[src/rtl/seq1101_sched_pkg.sv]
// Shared types for the 1101 round-robin scheduler: controller and detector
// state encodings, plus the detector next-state function.
package seq1101_sched_pkg;

   typedef enum logic [1:0] {
      IDLE = 2'd0,
      RUN  = 2'd1,
      DONE = 2'd2
   } ctrl_state_t;

   typedef enum logic [2:0] {
      S0 = 3'd0,
      S1 = 3'd1,
      S2 = 3'd2,
      S3 = 3'd3,
      S4 = 3'd4
   } det_state_t;

   // S4 is the only match state; a '1' from S4 keeps the "11" prefix alive.
   function automatic det_state_t det_next(input det_state_t s, input logic b);
      det_state_t n;
      case (s)
         S0:      n = b ? S1 : S0;
         S1:      n = b ? S2 : S0;
         S2:      n = b ? S2 : S3;
         S3:      n = b ? S4 : S0;
         S4:      n = b ? S2 : S0;
         default: n = S0;
      endcase
      return n;
   endfunction

endpackage

[src/rtl/seq1101_moore_core.sv]
// Moore 1101 detector with synchronous clear and advance enable.
// dout is registered; next_is_match flags that the next state is S4.
module seq1101_moore_core
   import seq1101_sched_pkg::*;
(
   input  logic clk,
   input  logic reset,
   input  logic clr,
   input  logic en,
   input  logic din,
   output logic dout,
   output logic next_is_match
);

   det_state_t state_reg;
   det_state_t state_next;
   logic       dout_reg;

   always_comb begin
      state_next = det_next(state_reg, din);
   end

   assign next_is_match = (state_next == S4);
   assign dout          = dout_reg;

   always_ff @(posedge clk or negedge reset) begin
      if (!reset) begin
         state_reg <= S0;
         dout_reg  <= 1'b0;
      end else if (clr) begin
         state_reg <= S0;
         dout_reg  <= 1'b0;
      end else if (en) begin
         state_reg <= state_next;
         dout_reg  <= next_is_match;
      end
   end

endmodule

[src/rtl/seq1101_sched.sv]
// Round-robin scheduler sharing one 1101 detector among N_REQ serial
// requesters; one fixed-length frame per grant, hit count reported at the end.
module seq1101_sched
   import seq1101_sched_pkg::*;
#(
   parameter int N_REQ     = 4,
   parameter int FRAME_LEN = 8,
   parameter int CNT_W     = 4
)
(
   input  logic                     clk,
   input  logic                     reset,
   input  logic [N_REQ-1:0]         req,
   input  logic [N_REQ-1:0]         din,
   output logic [N_REQ-1:0]         gnt,
   output logic                     busy,
   output logic                     dout,
   output logic                     done,
   output logic [$clog2(N_REQ)-1:0] done_id,
   output logic [CNT_W-1:0]         hit_cnt
);

   localparam int ID_W = $clog2(N_REQ);
   localparam int BC_W = $clog2(FRAME_LEN);

   ctrl_state_t      state_reg;
   logic [N_REQ-1:0] gnt_reg;
   logic [ID_W-1:0]  cur_id_reg;
   logic [ID_W-1:0]  last_reg;
   logic [BC_W-1:0]  bit_cnt_reg;
   logic [CNT_W-1:0] acc_reg;
   logic             busy_reg;
   logic             done_reg;
   logic [ID_W-1:0]  done_id_reg;
   logic [CNT_W-1:0] hit_cnt_reg;

   logic [ID_W-1:0]  winner;
   logic [N_REQ-1:0] win_onehot;
   logic             start;
   logic             run;
   logic             din_sel;
   logic             next_is_match;
   logic             last_bit;
   logic [CNT_W-1:0] acc_next;

   // Scan from the requester after the last one served, wrapping at N_REQ.
   function automatic logic [ID_W-1:0] rr_pick(input logic [N_REQ-1:0] r,
                                               input logic [ID_W-1:0]  l);
      logic [ID_W-1:0] idx;
      logic [ID_W-1:0] w;
      logic            found;
      idx   = l;
      w     = '0;
      found = 1'b0;
      for (int i = 0; i < N_REQ; i++) begin
         idx = (idx == ID_W'(N_REQ - 1)) ? '0 : idx + ID_W'(1);
         if (!found && r[idx]) begin
            found = 1'b1;
            w     = idx;
         end
      end
      return w;
   endfunction

   assign winner = rr_pick(req, last_reg);

   for (genvar gi = 0; gi < N_REQ; gi++) begin : g_onehot
      assign win_onehot[gi] = (winner == ID_W'(gi));
   end

   assign start    = (state_reg == IDLE) && (|req);
   assign run      = (state_reg == RUN);
   // gnt_reg is one-hot during RUN, so masking picks only the granted lane.
   assign din_sel  = |(din & gnt_reg);
   assign last_bit = (bit_cnt_reg == BC_W'(FRAME_LEN - 1));
   assign acc_next = (next_is_match && (acc_reg != {CNT_W{1'b1}})) ?
                     acc_reg + CNT_W'(1) : acc_reg;

   seq1101_moore_core u_core (
      .clk           (clk),
      .reset         (reset),
      .clr           (start),
      .en            (run),
      .din           (din_sel),
      .dout          (dout),
      .next_is_match (next_is_match)
   );

   always_ff @(posedge clk or negedge reset) begin
      if (!reset) begin
         state_reg   <= IDLE;
         gnt_reg     <= '0;
         cur_id_reg  <= '0;
         last_reg    <= ID_W'(N_REQ - 1);
         bit_cnt_reg <= '0;
         acc_reg     <= '0;
         busy_reg    <= 1'b0;
         done_reg    <= 1'b0;
         done_id_reg <= '0;
         hit_cnt_reg <= '0;
      end else begin
         done_reg <= 1'b0;
         case (state_reg)
            IDLE: begin
               if (|req) begin
                  state_reg   <= RUN;
                  gnt_reg     <= win_onehot;
                  cur_id_reg  <= winner;
                  bit_cnt_reg <= '0;
                  acc_reg     <= '0;
                  busy_reg    <= 1'b1;
               end
            end
            RUN: begin
               bit_cnt_reg <= bit_cnt_reg + BC_W'(1);
               acc_reg     <= acc_next;
               if (last_bit) begin
                  state_reg   <= DONE;
                  gnt_reg     <= '0;
                  done_reg    <= 1'b1;
                  done_id_reg <= cur_id_reg;
                  hit_cnt_reg <= acc_next;
               end
            end
            DONE: begin
               state_reg <= IDLE;
               busy_reg  <= 1'b0;
               last_reg  <= cur_id_reg;
            end
            default: state_reg <= IDLE;
         endcase
      end
   end

   assign gnt     = gnt_reg;
   assign busy    = busy_reg;
   assign done    = done_reg;
   assign done_id = done_id_reg;
   assign hit_cnt = hit_cnt_reg;

endmodule
[config.mk]
export PLATFORM = sky130hd
export DESIGN_NAME = seq1101_sched
export DESIGN_NICKNAME = d
export VERILOG_FILES = /design/src/rtl/seq1101_sched_pkg.sv /design/src/rtl/seq1101_moore_core.sv /design/src/rtl/seq1101_sched.sv
export SDC_FILE = /design/constraint.sdc
export NUM_CORES = 1
export LEC_CHECK = 0
export BUFFER_PORTS_ARGS = -buffer_cell sky130_fd_sc_hd__clkbuf_2
export CORE_MARGIN = 1.5
export CORE_UTILIZATION = 60
export DETAILED_ROUTE_END_ITERATION = 10
export PLACE_DENSITY = 0.83
export SLEW_MARGIN = 30
export SYNTH_ARGS = -nofsm -noshare
export SYNTH_HDL_FRONTEND = slang
export SYNTH_SLANG_ARGS = --single-unit
[constraint.sdc]
create_clock -name clk -period 5.69 [get_ports clk]
set_input_delay 0 -clock clk [delete_from_list [all_inputs] [get_ports clk]]
set_output_delay 0 -clock clk [all_outputs]
set_load 0.1 [all_outputs]
==> After elaboration in Yosys (flattened, before gate mapping) <==
Index checks and enable logic that the tools add are counted.
{ "op_classes": {"order_cmp": 4, "bitwise_logic": 1, "muxes": 43, "n_addsub": 6, "reduce_logical": 23, "eq_ne": 18} }
{ "op_table": {"columns": ["cell", "count"], "rows": [
  ["$mux W2", 11],
  ["$mux W4", 4],
  ["$pmux W4 S2", 2],
  ["$eq A2 B2 Y1 const B", 7],
  ["$mux W1", 14],
  ["$lt A2 B3 Y1 const B", 4],
  ["$mux W3", 4],
  ["$pmux W3 S4", 1],
  ["$reduce_and A2 Y1", 5],
  ["$eq A3 B3 Y1 const B", 3],
  ["$add A2 B1 Y2 const B", 4],
  ["$bmux W1 S2", 4],
  ["$reduce_or A4 Y1", 2],
  ["$eq A3 B2 Y1 const B", 2],
  ["$pmux W3 S2", 1],
  ["$reduce_bool A2 Y1", 3],
  ["$logic_and A1 B1 Y1", 5],
  ["$add A4 B1 Y4 const B", 1],
  ["$and A4 B4 Y4", 1],
  ["$eq A2 B1 Y1 const B", 2],
  ["$logic_not A2 Y1", 2],
  ["$ne A2 B1 Y1 const B", 2],
  ["$ne A4 B4 Y1 const B", 1],
  ["$pmux W2 S2", 1],
  ["other kinds (7)", 9]
]} }
{ "word_totals": {"register_bits": 29, "word_cells": 107, "in_bits": 10, "output_inout_bits": 13} }

==> Longest topological paths before layout <==
Gate-level depths: netlist of the first run.
{ "depth": {"ltp_word": 17, "depth_mapped": 7, "ltp_nobuf": 6} }

==> By module <==
A second synthesis of the first run with hierarchy kept.
{ "unflattened": {"hier_cells": 134, "hier_area_um2": 1432.6} }
{ "modules_own_cells": {"columns": ["module", "n_inst", "seq_area_each_um2", "cells_each", "area_each_um2"], "rows": [
  ["seq1101_sched", 1, 628.1, 115, 1213.7],
  ["seq1101_moore_core", 1, 100.1, 19, 219.0]
]} }

==> Worst setup path after synthesis of the first run <==
OpenSTA, ideal clock, no wires.
{ "synth_path": {"kind": "reg2reg", "start": "reg gnt_reg[2] (netlist: gnt[2])", "end": "reg acc_reg[3]", "path_slack_ps": 3318, "path_buffers": 0, "period_less_slack_ps": 2372, "setup_time_ps": 121, "t_required_ps": 5569, "arrival_ps": 2251, "stages_incl_launch_ff": 6, "path_cell_list": "dfrtp_1 > a22oi_1 > a211oi_2 > and4_1 > o21ai_1 > a22o_1"} }
{ "synth_between": {"elab_chain_cells": 8, "word_cells_on_any_way": 11, "classes_between": "1 x eq/ne; 7 x mux; 1 x bitwise; 2 x reduce/logical"} }
{ "synth_rtl": {"columns": ["element", "line", "source"], "rows": [
  ["start, declared", "seq1101_sched.sv:27", "logic [N_REQ-1:0] gnt_reg;"],
  ["start signal, assigned", "seq1101_sched.sv:107", "gnt_reg <= win_onehot;"],
  ["$and A4 B4 Y4 (*)", "seq1101_sched.sv:74", "assign din_sel = |(din & gnt_reg);"],
  ["$reduce_or A4 Y1 (*)", "seq1101_sched.sv:74", null],
  ["$mux W1, or another cell as far along", "seq1101_sched_pkg.sv:25", "S2: n = b ? S2 : S3;"],
  ["$pmux W3 S4 (*)", "seq1101_sched_pkg.sv:22", "case (s)"],
  ["$eq A3 B3 Y1 (*)", "seq1101_moore_core.sv:23", "assign next_is_match = (state_next == S4);"],
  ["$logic_and A1 B1 Y1 (*)", "seq1101_sched.sv:76", "assign acc_next = (next_is_match && (acc_reg != {CNT_W{1'b1}})) ?"],
  ["$mux W4 (*)", "seq1101_sched.sv:76", null],
  ["$pmux W4 S2 (*)", "seq1101_sched.sv:103", "case (state_reg)"],
  ["end signal, assigned", "seq1101_sched.sv:116", "acc_reg <= acc_next;"],
  ["end, declared", "seq1101_sched.sv:31", "logic [CNT_W-1:0] acc_reg;"]
]} }
Mark *: on every way between the ends. The rest lies on a longest branch, timed or not.
A chain may end at the register's enable or synchronous reset.

==> Worst setup path after layout of the first run <==
{ "layout_path": {"start": "reg last_reg[0]", "end": "reg gnt_reg[1] (netlist: gnt[1])"} }
{ "layout_between": {"elab_chain_cells": 17, "word_cells_on_any_way": 36, "classes_between": "4 x add/sub; 5 x eq/ne; 21 x mux; 6 x reduce/logical"} }
{ "layout_rtl": {"columns": ["element", "line", "source"], "rows": [
  ["start, declared", "seq1101_sched.sv:29", "logic [ID_W-1:0] last_reg;"],
  ["start signal, assigned", "seq1101_sched.sv:94", "last_reg <= ID_W'(N_REQ - 1);"],
  ["start signal, assigned", "seq1101_sched.sv:128", "last_reg <= cur_id_reg;"],
  ["$add A2 B1 Y2 or $eq A2 B2 Y1 (tied branches)", "seq1101_sched.sv:56", "idx = (idx == ID_W'(N_REQ - 1)) ? '0 : idx + ID_W'(1);"],
  ["$mux W2 (*)", "seq1101_sched.sv:56", null],
  ["branches (longest 11 deep; another with $add A2 B1 Y2)", null, null],
  ["$mux W2 (*)", "seq1101_sched.sv:57", "if (!found && r[idx]) begin"],
  ["$eq A2 B1 Y1 (*)", "seq1101_sched.sv:68", "assign win_onehot[gi] = (winner == ID_W'(gi));"],
  ["$mux W4 (*)", "seq1101_sched.sv:105", "if (|req) begin"],
  ["$pmux W4 S2 (*)", "seq1101_sched.sv:103", null]
]} }
Every way passes the cells marked *. The select of a mux whose other input is x is not followed.

==> results of run 1 <==
## final cells by class
type	instances	area, um2	share of cell area (%)
Multi-Input combinational cell	125	818	45.6
Sequential cell	29	728	40.6
Timing Repair Buffer	23	120	6.70
Clock buffer	7	65.1	3.63
Tap cell	30	37.5	2.09
Inverter	5	18.8	1.05
Clock inverter	1	5.00	0.279
## worst paths after layout
path	endpoint	cells after the start
max	gnt[1]	6
min	busy	2
max reg2reg	gnt[1]	6
min reg2reg	u_core.dout	1
max in group asynchronous	u_core.state_reg[0]	2
min in group clk	u_core.state_reg[1]	5
## timing repair
item                                    CTS  global route
endpoints found under the hold margin    27             0
hold buffers                              1             0
setup buffers                             0             0
endpoints found under the setup margin    0             0
## power by group
| part | switching, uW | leakage (uW) | internal (uW) |
|---|---|---|---|
| logic | 416 | 0.000470 | 174 |
| clock network | 69.5 | 0.0000413 | 71.5 |
| registers | 59.4 | 0.000373 | 274 |
| total | 545 | 0.000884 | 519 |
## Yosys cell counts (all sizes together), types with 3 or more instances
cell type | n | area [um2]
buf | 4 | 22.5
o21ai | 20 | 100
nand3 | 9 | 45.0
inv | 5 | 18.8
nor2 | 6 | 22.5
clkbuf | 3 | 11.3
a21oi | 7 | 35.0
nor2b | 3 | 18.8
nand2 | 26 | 97.6
dfrtp | 27 | 676
mux2i | 5 | 50.1
or3 | 3 | 18.8
ha | 4 | 50.1
nor3 | 4 | 20.0
nand2b | 3 | 18.8
## worst max-delay path, cell delays in order (launching register included)
cell,delay [ns]
dfstp_2,0.72
ha_1,0.41
nand2b_1,0.22
o311ai_1,0.38
a311o_1,0.20
o211ai_2,0.14
a21boi_2,0.19
## layer usage
metal | vias up | GRT usage [%] | wire length (um)
met1 | 649 | 33.3 | 1420
met3 | 6 | 8.20 | 181
met4 | 0 | 10.0 | 51
li1 | 654 | - | -
met5 | - | 0 | 0
met2 | 38 | 39.3 | 1500
## stage by stage
step	setup WS (ns)	instance area, um2	power [uW]	hold slack [ns]	utilization, %
finish	3.32	1790	1060	0.230	71.7
global route	3.18	1790	1150	0.281	71.7
CTS	3.33	1790	1070	0.249	71.7
detailed placement	3.32	1710	923	0.0727	68.5
global placement	3.44	1710	901	0.0636	68.5
floorplan	3.32	1600	823	-0.296	-
## cells by family after synthesis
group	share of synthesized area, %
flops	45.5
compound gates	20.1
mux	7.36
buf+inv	3.29
xor+xnor	2.19
simple gates	18.4
fa+ha+maj	3.13
==> results.tsv, run 1 <==
metric	value	unit
post-synthesis sequential area ratio	45.5	%
Critical R2R Launch	last_reg[0]	
most common cell after layout, fill and taps aside	dfrtp_1	
Syn Inst Count	166	
start point of the critical path	last_reg[0]	
worst vdd rail ir drop	0.532	mV
CTS Root Cell	clkbuf_4	
num rows	18	
Pleak	0.000884	uW
max_cap viols	0	
first-pass GRT wire length	5.22	mm
Hold Vio Cnt, Final	0	
Final nets	203	
WP data required	5.91	ns
RSZ-0062 raised after global routing	no	
antenna violations before repair	0	
status	finished, final reports clean	
P per Cell Area	593	mW/mm2
wire per inst	14.3	um
Die W	54.6	um
routability cong.	0.766	
worst-skew pair later-pin latency	0.33	ns
clock sink count	29	
vias in the first global route	1155	
IO Count	23	
Post-Layout Cell Count	220	
Post-synth top flop	dfrtp_1	
filler instances	194	
Initial Util	64.0	%
most frequent cells in the layout	27 x dfrtp_1, 26 x nand2_1, 22 x clkbuf_2	
Total Routing Usage GR	25.5	%
die height	54.6	um
hpwl dp	2.31	mm
clk_skew	0.00571	ns
Clock Tree Buf Depth	2	
Max Freq	421	MHz
Yosys reg bits	29	
element type at the critical path end	flop	
Worst-Margin Slew	0.690	ns
Syn-to-layout area delta	12.1	%
Tmin final	2.37	ns
WP data arrival	2.59	ns
# diodes	0	
routed wire length	3.15	mm
vias per std cell	6.12	
WS Path Type	flop to flop	
CTS tree	done	
Slew HR	54.0	%
vias	1347	
post-synth cell types	47	
detailed-router iteration count before antenna repair	4	
die footprint	0.00298	mm2
r2r setup slk	3.32	ns
Routed Antenna Nets	0	
EDFF count, synth	0	
Yosys warnings	0	
syn avg cell area	9.63	um2
Port Buf Inserts	22	
# DRC	0	
Inst Count DP	211	
Synth async-reset ratio	100	%
Synth Net Count	180	
Hold Crit Class	primary input to async pin	
layout cells sized above 1	21.6	%
cell area after synthesis	0.00160	mm2
crit share post-route	41.7	%
crit start category	flop	
initial DRC count	29	
clk slew on worst S/H paths	0.09	ns
core area	0.00250	mm2
PostCTS Resize Cnt	0	
total gr overflow	0	
clock buffer count from CTS	5	
largest net degree at the start of global routing	30	
fin. max-slew vios	0	
final setup vio count	0	
critical-path maximum fanout	15	
Fin Setup TNS	0	ns
H-tree depth	2	
No activity file was read; power rests on OpenSTA's default activity.
==> run 2: changes to the inputs <==
--- a/config.mk
+++ b/config.mk
@@ -5,11 +5,12 @@
 export SDC_FILE = /design/constraint.sdc
 export NUM_CORES = 1
 export LEC_CHECK = 0
+export ABC_AREA = 1
 export BUFFER_PORTS_ARGS = -buffer_cell sky130_fd_sc_hd__clkbuf_2
 export CORE_MARGIN = 1.5
-export CORE_UTILIZATION = 60
+export CORE_UTILIZATION = 56
 export DETAILED_ROUTE_END_ITERATION = 10
-export PLACE_DENSITY = 0.83
+export PLACE_DENSITY = 0.78
 export SLEW_MARGIN = 30
 export SYNTH_ARGS = -nofsm -noshare
 export SYNTH_HDL_FRONTEND = slang
==> constraint.sdc (replaced) <==
create_clock -name clk -period 2.3 [get_ports clk]
set_input_delay 0 -clock clk [delete_from_list [all_inputs] [get_ports clk]]
set_output_delay 0 -clock clk [all_outputs]
set_load 0.1 [all_outputs]
==> run 2 against run 1 <==
Compared with the run above:
- power grew to 2.8 times the previous value
- synthesized cell count is 32% higher
- sequential cell count stayed put
- synthesized area grew 1.6%
- critical path depth is 6 higher
- via count increased by 9.2%
- sequential power rose by 140%
- setup slack got worse by 2.9 ns
- die area rose by 8.4%
- combinational power grew to 3.2 times the previous value
==> results.tsv, run 2 <==
metric	value	unit	change
status	finished, final reports clean		unchanged
fin. max-slew vios	0		unchanged
leading cell type by number of instances after synthesis	nand2_1		was dfrtp_1
Slowest-stage cell, CP	dfstp_2		unchanged
Area contributors post-synth	dfrtp_1 42%, nand2_1 19%, nand3_1 7.7%		was dfrtp_1 42%, nand2_1 6.1%, o21ai_1 3.8%
WP data arrival	2.12	ns	was 2.59 ns
RSZ-0062 raised after global routing	no		unchanged
routability cong.	0.916		was 0.766
Seq pwr share	26.1	%	was 31.3%
PostCTS Resize Cnt	0		unchanged
clk slew on worst S/H paths	0.10	ns	was 0.09 ns
crit start category	flop		unchanged
Synth async-reset ratio	100	%	unchanged
H-tree depth	2		unchanged
Post-Synth Adder-Cell Area	3.08	%	was 3.13%
Yosys warnings	0		unchanged
Crit path largest cell delay	0.54	ns	was 0.72 ns
post-synthesis sequential area ratio	44.8	%	was 45.5%
CTS tree	done		unchanged
Synth top cells by count	82 x nand2_1, 27 x dfrtp_1, 25 x nand3_1		was 27 x dfrtp_1, 26 x nand2_1, 12 x o21ai_1
worst-skew pair later-pin latency	0.34	ns	was 0.33 ns
most frequent cells in the layout	82 x nand2_1, 27 x dfrtp_1, 25 x nand3_1		was 27 x dfrtp_1, 26 x nand2_1, 22 x clkbuf_2
Syn-to-layout area delta	14.1	%	was 12.1%
Comb power frac	62.0	%	was 55.4%
Synth Area in Compound Gates	8.01	%	was 20.1%
area leader, netlist	dfrtp_1		unchanged
vias in the first global route	1309		was 1155
Clk network pwr share	11.9	%	was 13.2%
Int Pwr	1360	uW	was 519 uW
simple-gate share of the synthesized area	35.1	%	was 18.4%
Pleak	0.00103	uW	was 0.000884 uW
Inst Count DP	272		was 211
cell area after synthesis	0.00163	mm2	was 0.00160 mm2
WP data required	2.56	ns	was 5.91 ns
Die W	56.9	um	was 54.6 um
Yosys reg bits	29		unchanged
cells along the critical path	ha_1 -> inv_2 -> nand2_2 -> nand2_2 -> nand2_1 -> nand2_2 -> nand2_2 -> nor2_2 -> nand2_1 -> nand2_2 -> nand2_1 -> o21ai_1		was ha_1 -> nand2b_1 -> o311ai_1 -> a311o_1 -> o211ai_2 -> a21boi_2
Final Power	3010	uW	was 1060 uW
Tmin final	1.86	ns	was 2.37 ns
critical-path maximum fanout	7		was 15
hold_ws	0.106	ns	was 0.230 ns
Routed Antenna Nets	0		unchanged
Synth top area share	41.6	%	was 42.3%
core area	0.00276	mm2	was 0.00250 mm2
Final nets	263		was 203
vias	1471		was 1347
post-synth cell types	25		was 47
post-synthesis mux area share	0	%	was 7.36%
Fin Setup TNS	0	ns	unchanged
# DRC	0		unchanged
Hold Crit Class	primary input to flop		was primary input to async pin
Hold Vio Cnt, Final	0		unchanged
num rows	19		was 18
clock buffer count from CTS	5		unchanged
EDFF count, synth	0		unchanged
CTS Root Cell	clkbuf_4		unchanged
Post-Layout Cell Count	281		was 220
hpwl dp	2.33	mm	was 2.31 mm
WS Path Type	flop to flop		unchanged
Worst-Margin Slew	0.673	ns	was 0.690 ns
first-pass GRT wire length	5.54	mm	was 5.22 mm
Most common cell on crit path	nand2_2		
Sw Share	54.7	%	was 51.2%
P per Cell Area	1620	mW/mm2	was 593 mW/mm2
Total Routing Usage GR	22.4	%	was 25.5%
Clock Tree Buf Depth	2		unchanged
worst vdd rail ir drop	1.02	mV	was 0.532 mV
vias per std cell	5.23		was 6.12
clock sink count	29		unchanged
Synth Net Count	233		was 180
syn avg cell area	7.42	um2	was 9.63 um2
Initial Util	58.9	%	was 64.0%
max_cap viols	0		unchanged
wire per inst	11.0	um	was 14.3 um
antenna violations before repair	0		unchanged
routed wire length	3.08	mm	was 3.15 mm
element type at the critical path end	flop		unchanged
clk_skew	0.00934	ns	was 0.00571 ns
IO Count	23		unchanged
layout cells sized above 1	22.0	%	was 21.6%
detailed-router iteration count before antenna repair	5		was 4
die height	56.9	um	was 54.6 um
most common cell after layout, fill and taps aside	nand2_1		was dfrtp_1
final setup vio count	0		unchanged
Max Freq	536	MHz	was 421 MHz
largest family of logic cells by synthesized area	simple AND/OR/NAND/NOR gates		was compound AO/OA/AOI/OAI gates
initial DRC count	72		was 29
Port Buf Inserts	22		unchanged
die footprint	0.00323	mm2	was 0.00298 mm2
Syn Inst Count	219		was 166
xor and xnor area share after synthesis	2.16	%	was 2.19%
largest net degree at the start of global routing	30		unchanged
switching power	1650	uW	was 545 uW
crit share post-route	81.0	%	was 41.7%
Post-synth top flop	dfrtp_1		unchanged
total gr overflow	0		unchanged
# diodes	0		unchanged
Slew HR	55.1	%	was 54.0%
[run 2: cell types whose count changed after synthesis, sizes merged, moves of 3 or more]
cell    change
nand2      +65
mux2i       -5
nand3      +16
a21oi       -3
or3         -3
inv        +20
nand2b      -3
nor2b       -3
nor2        +7
buf         -3
nor3        -3
o21ai       -5
[run 2: cells by family (layout without fill, tap and decap cells)]
kind of cell | Yosys count | in the layout
simple gates | 132 | 132
flops | 29 | 29
buf+inv | 27 | 58
compound gates | 23 | 23
fa+ha+maj | 4 | 4
xor+xnor | 4 | 4
[run 2: per-layer routing]
layer	up-vias	GRT usage, %	wire, um
li1	762	-	-
met1	668	30.2	1510
met2	33	33.6	1370
met3	8	6.45	131
met4	0	9.63	71
met5	-	0	0
[run 2: final cells by class]
| cell class | instances | area (um2) |
|---|---|---|
| fill | 234 | 903 |
| multi-input combinational | 163 | 786 |
| sequential | 29 | 728 |
| timing repair buffer | 25 | 135 |
| inverter | 25 | 96.3 |
| clock buffer | 7 | 65.1 |
| tap | 31 | 38.8 |
| clock inverter | 1 | 5.00 |
[run 2: path summary, 6_finish.rpt]
| kind | from | to | slack, ns | cells after the start |
|---|---|---|---|---|
| worst max-delay path | last_reg[0] | cur_id_reg[1] | 0.44 | 12 |
| worst min-delay path | din[3] | u_core.state_reg[1] | 0.11 | 5 |
| worst max register to register | last_reg[0] | cur_id_reg[1] | 0.44 | 12 |
| worst min register to register | u_core.dout | u_core.dout | 0.48 | 2 |
| max in group asynchronous | reset | u_core.state_reg[0] | 1.64 | 2 |
| min in group asynchronous | reset | acc_reg[3] | 0.22 | 2 |
[run 2: metrics by stage]
step	area, um2	worst slack, ns	util [%]
CTS	1850	0.444	67.2
floorplan	1630	0.376	-
global route	1850	0.286	67.2
detailed placement	1770	0.462	64.3
finish	1850	0.436	67.2
global placement	1770	0.465	64.3
[run 2: power groups by stage]
stage	clock, uW	combinational [uW]	sequential, uW
floorplan	0	1100	1230
global placement	0	1860	791
detailed placement	0	1860	792
CTS	362	1870	785
global route	384	2080	806
finish	357	1870	786
[run 2: critical path: cells and delay by family (launching register included)]
family / cells / cell delay [ns]
simple gates: 9 / 0.75
compound gates: 1 / 0.08
flops: 1 / 0.54
buf+inv: 1 / 0.12
fa+ha+maj: 1 / 0.31
[run 2: what timing repair did]
| action | CTS | global route |
|---|---|---|
| hold endpoints to repair | 27 | 0 |
| hold buffers | 1 | 0 |
| buffers inserted | 0 | 0 |
